[config.mk]
export PLATFORM = sky130hd
export DESIGN_NAME = irq_ctrl
export DESIGN_NICKNAME = d
export VERILOG_FILES = /design/src/rtl/irq_pkg.sv /design/src/rtl/irq_prio_enc.sv /design/src/rtl/irq_ctrl.sv
export SDC_FILE = /design/constraint.sdc
export NUM_CORES = 1
export LEC_CHECK = 0
export CAP_MARGIN = 20
export CORE_ASPECT_RATIO = 1.1
export CORE_UTILIZATION = 30
export DETAILED_ROUTE_END_ITERATION = 8
export DONT_BUFFER_PORTS = 1
export GPL_TIMING_DRIVEN = 0
export SLEW_MARGIN = 25
export SYNTH_ARGS = -nofsm -noshare
export SYNTH_HDL_FRONTEND = slang
export SYNTH_SLANG_ARGS = --single-unit
[constraint.sdc]
create_clock -name clk -period 3.4 [get_ports clk]
set_input_delay 0.34 -clock clk [delete_from_list [all_inputs] [get_ports clk]]
set_output_delay 0.34 -clock clk [all_outputs]
set_load 0.1 [all_outputs]
[src/rtl/irq_pkg.sv]
// irq_pkg: shared definitions for the interrupt controller.
//   - irq_state_t : controller state (IDLE / ACTIVE / SERVICE)
//   - REG_*       : register offsets selected by addr (adr[3:2])
//   - VEC_*       : bit positions of the fields in the VEC register
//   - MAX_IRQ     : largest supported number of source lines
//   - IDX_W       : width of a source index (enough for 0..MAX_IRQ-1)
package irq_pkg;

    typedef enum logic [1:0] {
        IDLE    = 2'd0,
        ACTIVE  = 2'd1,
        SERVICE = 2'd2
    } irq_state_t;

    localparam logic [1:0] REG_PEND = 2'd0;
    localparam logic [1:0] REG_EN   = 2'd1;
    localparam logic [1:0] REG_MODE = 2'd2;
    localparam logic [1:0] REG_VEC  = 2'd3;

    localparam int VEC_VALID   = 31;
    localparam int VEC_INSVC   = 30;
    localparam int VEC_CUR_LSB = 8;
    localparam int VEC_TOP_LSB = 0;

    localparam int MAX_IRQ = 16;
    localparam int IDX_W   = 5;

endpackage

[src/rtl/irq_prio_enc.sv]
// irq_prio_enc: combinational lowest-index-first priority encoder.
// Ports:
//   req   in  num_irq  request vector (enabled & pending)
//   valid out 1        any request present
//   idx   out IDX_W    index of the lowest set bit; 0 when nothing is set
module irq_prio_enc
    import irq_pkg::*;
#(
    parameter int num_irq = 8
) (
    input  logic [num_irq-1:0] req,
    output logic               valid,
    output logic [IDX_W-1:0]   idx
);

    // Scan from the top down so the lowest set index is written last.
    always_comb begin
        valid = |req;
        idx   = '0;
        for (int i = num_irq - 1; i >= 0; i--) begin
            if (req[i]) begin
                idx = IDX_W'(i);
            end
        end
    end

endmodule

[src/rtl/irq_ctrl.sv]
// irq_ctrl: interrupt controller driving the CPU's single irq input.
// Latches up to num_irq source lines (edge or level per source), masks
// them, picks the lowest-numbered enabled pending source and runs a
// claim / end-of-interrupt handshake with the CPU.
// Ports:
//   clk      in  1        system clock
//   rst      in  1        synchronous active-high reset
//   stb      in  1        device select
//   we       in  1        write strobe (read when low)
//   addr     in  2        register select: PEND / EN / MODE / VEC
//   data_in  in  32       write data
//   data_out out 32       read data, combinational, 0 when stb is low
//   ack      out 1        equal to stb (no wait states)
//   irq_in   in  num_irq  source lines, clk-synchronous, active-high
//   irq_out  out 1        registered interrupt request
module irq_ctrl
    import irq_pkg::*;
#(
    parameter int num_irq = 8
) (
    input  logic               clk,
    input  logic               rst,
    input  logic               stb,
    input  logic               we,
    input  logic [1:0]         addr,
    input  logic [31:0]        data_in,
    output logic [31:0]        data_out,
    output logic               ack,
    input  logic [num_irq-1:0] irq_in,
    output logic               irq_out
);

    logic [num_irq-1:0] pend, en, mode, prev;
    logic [num_irq-1:0] pend_next, edge_set, clr, mode_chg, wdata, active;
    logic [IDX_W-1:0]   cur_idx, top_idx;
    logic               valid, wr, vec_rd, vec_rd_d, claim, eoi, irq_d;
    logic               unused_wdata_hi;
    irq_state_t         st, st_next;

    assign ack             = stb;
    assign wdata           = data_in[num_irq-1:0];
    assign unused_wdata_hi = ^data_in[31:num_irq];
    assign active          = pend & en;

    irq_prio_enc #(.num_irq(num_irq)) u_prio (
        .req   (active),
        .valid (valid),
        .idx   (top_idx)
    );

    // A claim fires only on the first cycle of a VEC read, so a read held
    // across several cycles claims once.
    assign wr     = stb & we;
    assign vec_rd = stb & ~we & (addr == REG_VEC);
    assign claim  = vec_rd & ~vec_rd_d & valid & (st != SERVICE);
    assign eoi    = wr & (addr == REG_VEC) & (st == SERVICE);

    // Edge sources: a new edge beats any clear in the same cycle.
    // Level sources simply track the line. A MODE change drops the bit.
    always_comb begin
        edge_set = irq_in & ~prev;
        clr      = '0;
        mode_chg = '0;
        if (wr && addr == REG_PEND) begin
            clr = wdata;
        end
        for (int i = 0; i < num_irq; i++) begin
            if (claim && top_idx == IDX_W'(i)) begin
                clr[i] = 1'b1;
            end
        end
        if (wr && addr == REG_MODE) begin
            mode_chg = wdata ^ mode;
        end
        pend_next = ((mode & (edge_set | (pend & ~clr))) | (~mode & irq_in))
                    & ~mode_chg;
    end

    always_ff @(posedge clk) begin
        if (rst) begin
            prev     <= '0;
            pend     <= '0;
            en       <= '0;
            mode     <= '0;
            cur_idx  <= '0;
            vec_rd_d <= 1'b0;
        end else begin
            prev     <= irq_in;
            pend     <= pend_next;
            vec_rd_d <= vec_rd;
            if (wr && addr == REG_EN) begin
                en <= wdata;
            end
            if (wr && addr == REG_MODE) begin
                mode <= wdata;
            end
            if (claim) begin
                cur_idx <= top_idx;
            end
        end
    end

    // State register; irq_out is registered alongside it so it always
    // equals (st == ACTIVE).
    always_ff @(posedge clk) begin
        if (rst) begin
            st      <= IDLE;
            irq_out <= 1'b0;
        end else begin
            st      <= st_next;
            irq_out <= irq_d;
        end
    end

    // A claim from IDLE covers a read racing the IDLE->ACTIVE step.
    // SERVICE always returns through IDLE so valid is re-evaluated.
    always_comb begin
        st_next = st;
        case (st)
            IDLE: begin
                if (claim)      st_next = SERVICE;
                else if (valid) st_next = ACTIVE;
            end
            ACTIVE: begin
                if (claim)       st_next = SERVICE;
                else if (!valid) st_next = IDLE;
            end
            SERVICE: begin
                if (eoi) st_next = IDLE;
            end
            default: st_next = IDLE;
        endcase
    end

    always_comb begin
        irq_d = (st_next == ACTIVE);
    end

    always_comb begin
        data_out = '0;
        if (stb) begin
            case (addr)
                REG_PEND: data_out = 32'(pend);
                REG_EN:   data_out = 32'(en);
                REG_MODE: data_out = 32'(mode);
                REG_VEC: begin
                    data_out[VEC_VALID]               = valid;
                    data_out[VEC_INSVC]               = (st == SERVICE);
                    data_out[VEC_CUR_LSB +: IDX_W]    = cur_idx;
                    data_out[VEC_TOP_LSB +: IDX_W]    = top_idx;
                end
                default: data_out = '0;
            endcase
        end
    end

endmodule

==> results of run 1 <==
==> per-layer routing <==
metal / share of wire / global-route usage / routed length, µm
met1: 0.41 / 0.186 / 2350
met2: 0.48 / 0.250 / 2730
met3: 0.085 / 0.0509 / 484
met4: 0.028 / 0.0718 / 161
met5: 0 / 0 / 0
==> where the power goes <==
group / switching [W] / internal, W
clock network: 0.000167 / 0.000185
logic: 0.000163 / 0.0000458
registers: 0.0000160 / 0.000472
==> worst max path at each step <==
stage	to	start	slack (ns)
after floorplan	data_out[0]	pend[3]$_SDFF_PP0_	0.02
after global placement	data_out[0]	pend[3]$_SDFF_PP0_	-0.28
after detailed placement	data_out[2]	pend[1]$_SDFF_PP0_	1.0
after CTS	data_out[2]	pend[1]$_SDFF_PP0_	0.67
after global routing	data_out[2]	en[0]$_SDFFE_PP0P_	0.50
final	data_out[2]	pend[1]$_SDFF_PP0_	0.67
==> cell type report <==
| class | instances | area, µm² | share of cell area |
|---|---|---|---|
| Buffer | 32 | 205 | 0.0830 |
| Clock buffer | 8 | 100 | 0.0405 |
| Inverter | 4 | 15.0 | 0.00607 |
| Multi-Input combinational cell | 215 | 1260 | 0.512 |
| Sequential cell | 39 | 781 | 0.316 |
| Tap cell | 85 | 106 | 0.0430 |
==> registers in the layout, indices dropped and copies added (netlist names) <==
register	count
en	8
mode	8
pend	8
prev	8
cur_idx	3
st	2
irq_out	1
vec_rd_d	1
==> cells by family (layout without fill, tap and decap cells) <==
| kind of cell | Yosys count | after routing |
|---|---|---|
| DFF | 39 | 39 |
| other | 1 | 19 |
| buffers and inverters | 36 | 44 |
| xor gates and xnor gates | 8 | 8 |
| and+or+nand+nor | 121 | 121 |
| muxes | 8 | 8 |
| AOI/OAI and AO/OA | 59 | 59 |
==> Yosys cell counts, types with 4 or more instances <==
library cell / instances / area [µm²]
nand3_1: 6 / 30.0
and2_1: 7 / 43.8
inv_1: 4 / 15.0
a21oi_1: 26 / 130
nor2b_1: 10 / 62.6
nor2_1: 12 / 45.0
a221oi_1: 5 / 43.8
buf_2: 5 / 25.0
a22o_1: 5 / 43.8
mux2i_1: 6 / 60.1
nand2_1: 66 / 248
xor2_1: 7 / 61.3
clkbuf_1: 6 / 22.5
buf_4: 21 / 158
dfxtp_1: 39 / 781
o21ai_0: 7 / 35.0
==> per-stage QoR <==
step                      power [W]  cells  TNS (ns)  utilization
after global routing        0.00109    383         0        0.353
after detailed placement   0.000707    375         0        0.339
final                       0.00105    383         0        0.353
after CTS                   0.00105    383         0        0.353
after global placement     0.000705    375    -0.279        0.336
after floorplan            0.000685    290         0            -
==> worst max-delay path, stage by stage (launching register included) <==
cell     delay, ns
dfxtp_1       0.35
a22oi_1       0.33
nand3_2       0.22
a21oi_1       0.18
mux4_2        0.24
and2_1        0.77
==> layout by cell type, fill, tap and decap left out, types with 6 or more instances in the layout <==
cell type  instances
nand2_1           66
conb_1            19
clkbuf_1           7
a21oi_1           26
nor2b_1           10
and2_1             7
dfxtp_1           39
mux2i_1            6
nand3_1            6
xor2_1             7
clkbuf_8           7
buf_4             21
o21ai_0            6
nor2_1             7
==> results.json, run 1 <==
{
  "run_status": "finished clean",
  "nNetsFinal": 343,
  "syn_area_um2": 2180,
  "ys_ff_latch": 39,
  "holdPathStages": 1,
  "fin_skew_ns": 0.00549,
  "async_flop_share": 0,
  "drive_gt1_frac": 0.168,
  "final_max_slew_viol_count": 0,
  "fill_cells": 761,
  "r2r_setup_slack_ns": 1.50,
  "cts_resized": 0,
  "first_iter_violations": 117,
  "die_h_um": 91.5,
  "clock_sinks": 39,
  "n_antenna_cell": 0,
  "gr-total-overflow": 0,
  "dp_hpwl_um": 4190,
  "cap_violations": 0,
  "timing.rr.end": "pend[0]$_SDFF_PP0_",
  "wl_um": 5720,
  "crit_required_ns": 3.06,
  "cp-start-kind": "flop",
  "synth.distinct_cells": 42,
  "setup.worst_path.end_class": "output port",
  "avgSynthCellArea_um2": 8.02,
  "power_density_nw_per_um2": 425,
  "area_growth_pct": 13.3,
  "synthSimpleGateAreaFrac": 0.279,
  "grt_start_max_net_pins": 12,
  "hp-class": "input pin to flop",
  "avgRoutedWirePerCell_um": 14.9,
  "cts_tree": "yes",
  "dpl_worst_slack_ns": 0.996,
  "ff2ff_path_depth": 5,
  "cts_buffers": 5,
  "crit_arrival_ns": 2.39,
  "synth-compound-area-share": 0.180,
  "place_area_um2": 2370,
  "min_to": "prev[5]$_SDFF_PP0_",
  "clock_path_buffers": 2,
  "tightest_slew_ns": 1.11,
  "max-slew-margin-rel": 0.262,
  "rr_startpoint": "st[1]$_SDFF_PP0_",
  "die_area_um2": 7620,
  "synth_edf_count": 0,
  "synthXorXnorAreaFrac": 0.0321,
  "rsz0062_at_grt": "false",
  "design_area_um2": 2470,
  "setup_viol": 0,
  "post_cts_buffers": 0,
  "dr.pass1.iters": 4,
  "max_freq_ghz": 0.366,
  "hold_buffers": 0,
  "synth_warnings": 0,
  "clock_latency_ns": 0.29,
  "initial_core_util": 0.311,
  "core_um2": 7010,
  "fin_crit_sh": 0.803,
  "track_usage": 0.155,
  "critPathMaxFanout": 5,
  "synthMuxAreaShare": 0.0482,
  "root_buffer": "clkbuf_8",
  "syn_inst": 272,
  "ir_drop_uv": 165,
  "drc": 0,
  "critical_path_class": "flop to output port",
  "io_buffers": 0,
  "ys.flop_type": "dfxtp_1",
  "num_vias": 1925,
  "grt_pass1_vias": 1781,
  "hold_start": "irq_in[5]",
  "die-width_um": 83.3,
  "hold_violations": 0,
  "io-pin-count": 80,
  "antenna_found_initial": 0,
  "synth_top_family_by_area": "simple AND/OR/NAND/NOR gates",
  "cts.clk_slew.worst_paths_ns": 0.08,
  "p_leak_nw": 0.945,
  "grt_pass1_wl_um": 9120,
  "antenna_left": 0,
  "seq_area_frac_synth": 0.358,
  "period_needed_ns": 2.73,
  "htree_levels": 2,
  "placementRows": 32,
  "finalWorstSetupSlack_ns": 0.670,
  "gp_congestion": 0.871,
  "vias_per_cell": 5.03,
  "synthAdderAreaFrac": 0,
  "holdWs_ns": 0.170
}
No activity file was read; power rests on OpenSTA's default activity.
==> run 2: changes to the inputs <==
ABC_AREA = 1   (was unset)
clock period = 2.27 ns   (was 3.4 ns; I/O delays follow)
==> run 2 against run 1 <==
The flow now finishes with violations (design-rule violations); sequential power increased by 51%; utilization rose by 0.78 points; critical path depth unchanged; largest power group unchanged; highest routed layer unchanged.
==> results.json, run 2 <==
{
  "critical_path_class": "flop to output port",
  "fin_skew_ns": 0.00347,
  "ir_drop_uv": 258,
  "initial_core_util": 0.309,
  "grt_start_max_net_pins": 12,
  "p_leak_nw": 1.12,
  "root_buffer": "clkbuf_8",
  "setup.worst_path.end_class": "output port",
  "htree_levels": 2,
  "fin_crit_sh": 0.998,
  "dr.pass1.iters": 6,
  "async_flop_share": 0,
  "gr-total-overflow": 0,
  "synthTopCellsByArea": "dfxtp_1 (36%), nand2_1 (15%), nor2_1 (7.3%)",
  "dpl_worst_slack_ns": 0.319,
  "synthXorXnorAreaFrac": 0.0325,
  "holdWs_ns": 0.0174,
  "ys.flop_type": "dfxtp_1",
  "clock_path_buffers": 2,
  "setup_viol": 0,
  "gp_congestion": 0.879,
  "avgSynthCellArea_um2": 6.63,
  "cts.clk_slew.worst_paths_ns": 0.08,
  "ys_ff_latch": 39,
  "antenna_left": 0,
  "power_w": 0.00161,
  "clock_latency_ns": 0.30,
  "drc": 1,
  "layout_common_cells": "nand2_1 (84), dfxtp_1 (38), nor2_1 (37)",
  "power_density_nw_per_um2": 643,
  "run_status": "finished with violations",
  "final_common_cell": "nand2_1",
  "max_freq_ghz": 0.441,
  "critPathMaxFanout": 6,
  "die_h_um": 90.9,
  "crit_required_ns": 2.04,
  "die-width_um": 82.8,
  "num_vias": 1943,
  "max-slew-margin-rel": 0.295,
  "avgRoutedWirePerCell_um": 12.9,
  "synthSimpleGateAreaFrac": 0.325,
  "grt_pass1_vias": 1801,
  "antenna_found_initial": 0,
  "synth_top_family_by_area": "simple AND/OR/NAND/NOR gates",
  "synth_area_leader_cell": "dfxtp_1",
  "final_max_slew_viol_count": 0,
  "syn_inst": 325,
  "grt_pass1_wl_um": 9040,
  "yosysTopAreaCellShare": 0.363,
  "post_cts_buffers": 0,
  "cts_buffers": 5,
  "synth_warnings": 0,
  "die_area_um2": 7520,
  "cap_violations": 0,
  "vias_per_cell": 4.45,
  "synth_edf_count": 0,
  "nNetsFinal": 397,
  "crit_arrival_ns": 2.04,
  "syn_area_um2": 2150,
  "io-pin-count": 80,
  "seq_area_frac_synth": 0.363,
  "drive_gt1_frac": 0.173,
  "wl_um": 5630,
  "io_buffers": 0,
  "tightest_slew_ns": 1.06,
  "finalWorstSetupSlack_ns": 0.00451,
  "cp-start-kind": "flop",
  "holdPathStages": 2,
  "cts_tree": "yes",
  "synth-compound-area-share": 0.125,
  "first_iter_violations": 132,
  "violations": "design-rule violations",
  "track_usage": 0.165,
  "post-route-util": 0.361,
  "synth.distinct_cells": 33,
  "placementRows": 32,
  "post-synth-top-count-cell": "nand2_1",
  "synthMuxAreaShare": 0,
  "ff2ff_path_depth": 9,
  "ys_top_cells_by_count": "nand2_1 (85), nor2_1 (42), dfxtp_1 (39)",
  "rsz0062_at_grt": "true",
  "clock_sinks": 39,
  "hold_violations": 0,
  "dp_hpwl_um": 4070,
  "synthAdderAreaFrac": 0,
  "period_needed_ns": 2.27,
  "core_um2": 6970,
  "n_antenna_cell": 0,
  "area_growth_pct": 16.7,
  "hp-class": "input pin to flop"
}
run 2: what timing repair did:
action                                  in CTS  in global routing
hold buffers                                 1                  0
endpoints found under the setup margin       1                  4
pin swaps                                    1                  2
resized for setup                            1                  3
endpoints found under the hold margin        3                  0
run 2: final timing paths:
kind,startpoint,end,slack [ns]
min reg2reg,st[1]$_SDFF_PP0_,st[0]$_SDFF_PP0_,0.47
min,irq_in[4],prev[4]$_SDFF_PP0_,0.02
max reg2reg,pend[0]$_SDFF_PP0_,pend[2]$_SDFF_PP0_,0.76
max,pend[0]$_SDFF_PP0_,data_out[2],0.005
run 2: metrics by stage:
stage               instance area (µm²)  instances  TNS [ns]
floorplan                          2240        343         0
CTS                                2500        437         0
finish                             2510        437         0
detailed placement                 2390        428         0
global route                       2510        437    -0.195
global placement                   2350        428    -0.100
run 2: power breakdown:
part	total, W	switching, W	leakage [nW]	internal [W]
Clock	0.000534	0.000256	0.0515	0.000278
Combinational	0.000342	0.000274	0.750	0.0000685
Sequential	0.000738	0.0000256	0.320	0.000713
run 2: cells by family (layout without fill, tap and decap cells):
family | count (synthesis) | in the layout
AO/OA/AOI/OAI | 49 | 49
AND/OR/NAND/NOR | 161 | 161
flip-flops | 39 | 39
XOR/XNOR | 8 | 8
other | 1 | 19
buffers and inverters | 67 | 76
run 2: layout make-up:
class	count	area, µm²
clock buffers	8	100
plain buffers	25	171
flip-flops and latches	39	782
repair buffers	1	10.0
multi-input cells	237	1180
fillers	759	4450
well taps	85	106
inverters	42	158
run 2: critical path: stages (launching register included):
cell     delay [ns]
dfxtp_1        0.33
nand2_1        0.18
nand2_1        0.11
nor3_2         0.31
nand2_1        0.17
a41oi_4        0.64
run 2: routing by layer:
| layer | wire, µm | global-route usage | vias to the layer above |
|---|---|---|---|
| met4 | 102 | 0.0690 | 0 |
| met5 | 0 | 0 | - |
| met2 | 2540 | 0.256 | 55 |
| met1 | 2640 | 0.212 | 833 |
| li1 | - | - | 1046 |
| met3 | 357 | 0.0414 | 9 |
==> run 3: changes to the inputs <==
CORE_UTILIZATION = 45   (was 30)
PLACE_DENSITY = 0.67   (was unset)
==> run 3 against run 2 <==
Utilization up 18 points; worst setup slack better by 0.095 ns; final area down 1.3%; first-iteration DRC count down 42%; global-route usage up 6.1 points; clock skew up 0.0014 ns; the run now ends clean; count of clock-buffer cells in the layout down 3; largest power group unchanged; worst hold slack better by 0.010 ns; register-to-register slack about the same; largest cell class unchanged; critical path depth up 3.
==> results.json, run 3 (synthesized netlist as in run 2, its figures left out) <==
{
  "crit_arrival_ns": 1.94,
  "critPathMaxFanout": 7,
  "ir_drop_uv": 314,
  "ff2ff_path_depth": 9,
  "min_to": "prev[3]$_SDFF_PP0_",
  "setup_viol": 0,
  "root_buffer": "clkbuf_8",
  "crit_required_ns": 2.04,
  "dpl_worst_slack_ns": 0.330,
  "dp_hpwl_um": 3770,
  "holdPathStages": 2,
  "die_h_um": 74.6,
  "finalNonFillerCells": 408,
  "period_needed_ns": 2.17,
  "io_buffers": 0,
  "final_common_cell": "nand2_1",
  "grt_pass1_wl_um": 8260,
  "grt_start_max_net_pins": 13,
  "post_cts_buffers": 0,
  "wl_um": 5220,
  "antenna_left": 0,
  "die_area_um2": 5070,
  "track_usage": 0.226,
  "finalWorstSetupSlack_ns": 0.0998,
  "final_max_slew_viol_count": 0,
  "first_iter_violations": 77,
  "nNetsFinal": 397,
  "drive_gt1_frac": 0.188,
  "hp-class": "input pin to flop",
  "tightest_slew_ns": 1.05,
  "wl_met1_um": 2310,
  "run_status": "finished clean",
  "rr_startpoint": "pend[0]$_SDFF_PP0_",
  "core_um2": 4620,
  "fin_crit_sh": 0.956,
  "avgRoutedWirePerCell_um": 12.8,
  "htree_levels": 2,
  "clock_sinks": 39,
  "r2r_setup_slack_ns": 0.75,
  "fill_cells": 473,
  "cts_tree": "yes",
  "clock_path_buffers": 2,
  "cp-start-kind": "flop",
  "die-width_um": 68.0,
  "dr_wl_met3_um": 281,
  "timing.rr.end": "pend[2]$_SDFF_PP0_",
  "io-pin-count": 80,
  "clock_latency_ns": 0.29,
  "setup.worst_path.end_class": "output port",
  "top_layer_used": "met4",
  "num_vias": 1973,
  "vias_per_cell": 4.84,
  "max-slew-margin-rel": 0.296,
  "cts_buffers": 5,
  "placementRows": 26,
  "p_leak_nw": 1.11,
  "antenna_found_initial": 0,
  "dp.cells": 399,
  "initial_core_util": 0.466,
  "power_density_nw_per_um2": 619,
  "critical_path_class": "flop to output port",
  "max_freq_ghz": 0.461,
  "rsz0062_at_grt": "true",
  "hold_start": "irq_in[3]",
  "drc": 0,
  "n_antenna_cell": 0,
  "gp_congestion": 0.868,
  "fin_skew_ns": 0.00489,
  "cts.clk_slew.worst_paths_ns": 0.08,
  "dr.pass1.iters": 5,
  "cap_violations": 0,
  "gr-total-overflow": 0,
  "layout_common_cells": "nand2_1 (81), dfxtp_1 (38), nor2_1 (37)",
  "hold_violations": 0,
  "grt_pass1_vias": 1766,
  "wl_met2_um": 2560,
  "area_growth_pct": 15.1
}
-- run 3: area by class of cell --
type | count | area (µm²) | share of cell area
inverters | 42 | 158 | 0.0636
flip-flops and latches | 39 | 782 | 0.315
repair buffers | 1 | 10.0 | 0.00404
well taps | 56 | 70.1 | 0.0283
clock buffers | 5 | 68.8 | 0.0278
plain buffers | 25 | 171 | 0.0692
clock inverters | 3 | 15.0 | 0.00606
multi-input cells | 237 | 1200 | 0.486
-- run 3: per-layer routing --
layer	track usage	up-vias
met5	0	-
met2	0.381	58
met1	0.275	865
li1	-	1041
met3	0.0583	9
met4	0.0787	0
-- run 3: metrics by stage --
stage | total power, W | TNS, ns | hold slack (ns) | util | cell area [µm²]
final | 0.00154 | 0 | 0.0274 | 0.537 | 2480
after global routing | 0.00160 | -0.0101 | 0.0282 | 0.537 | 2480
after CTS | 0.00155 | 0 | 0.0214 | 0.531 | 2450
after detailed placement | 0.00109 | 0 | 0.309 | 0.509 | 2350
after global placement | 0.00108 | -0.0909 | 0.307 | 0.500 | 2310
after floorplan | 0.00105 | 0 | 0.305 | - | 2240
-- run 3: worst max-delay path by stage --
stage | startpoint | to | depth (start not counted)
global placement | pend[0]$_SDFF_PP0_ | data_out[31] | 6
CTS | pend[0]$_SDFF_PP0_ | data_out[31] | 6
global route | pend[2]$_SDFF_PP0_ | data_out[1] | 8
finish | pend[2]$_SDFF_PP0_ | data_out[1] | 8
floorplan | pend[0]$_SDFF_PP0_ | data_out[31] | 6
detailed placement | pend[2]$_SDFF_PP0_ | data_out[1] | 8
-- run 3: power breakdown --
group          total (W)  internal [W]  leakage [nW]  switching (W)
logic           0.000343     0.0000690         0.746       0.000274
clock network   0.000454      0.000210        0.0477       0.000243
registers       0.000739      0.000713         0.320      0.0000258
total            0.00154      0.000992          1.11       0.000543
-- run 3: critical path: stages, from the launching register on --
cell     delay (ns)
dfxtp_1        0.36
nand2_1        0.10
nand2_2        0.11
inv_1          0.05
nand2_1        0.07
nand3_2        0.15
inv_2          0.11
nand2_1        0.08
a41oi_4        0.62
-- run 3: timing repair --
item                                    CTS  global route
hold endpoints to repair                  3             0
hold buffers                              1             0
gates resized for setup                   1             8
endpoints found under the setup margin    1             4
pin swaps                                 1             3
cloned                                    0             0
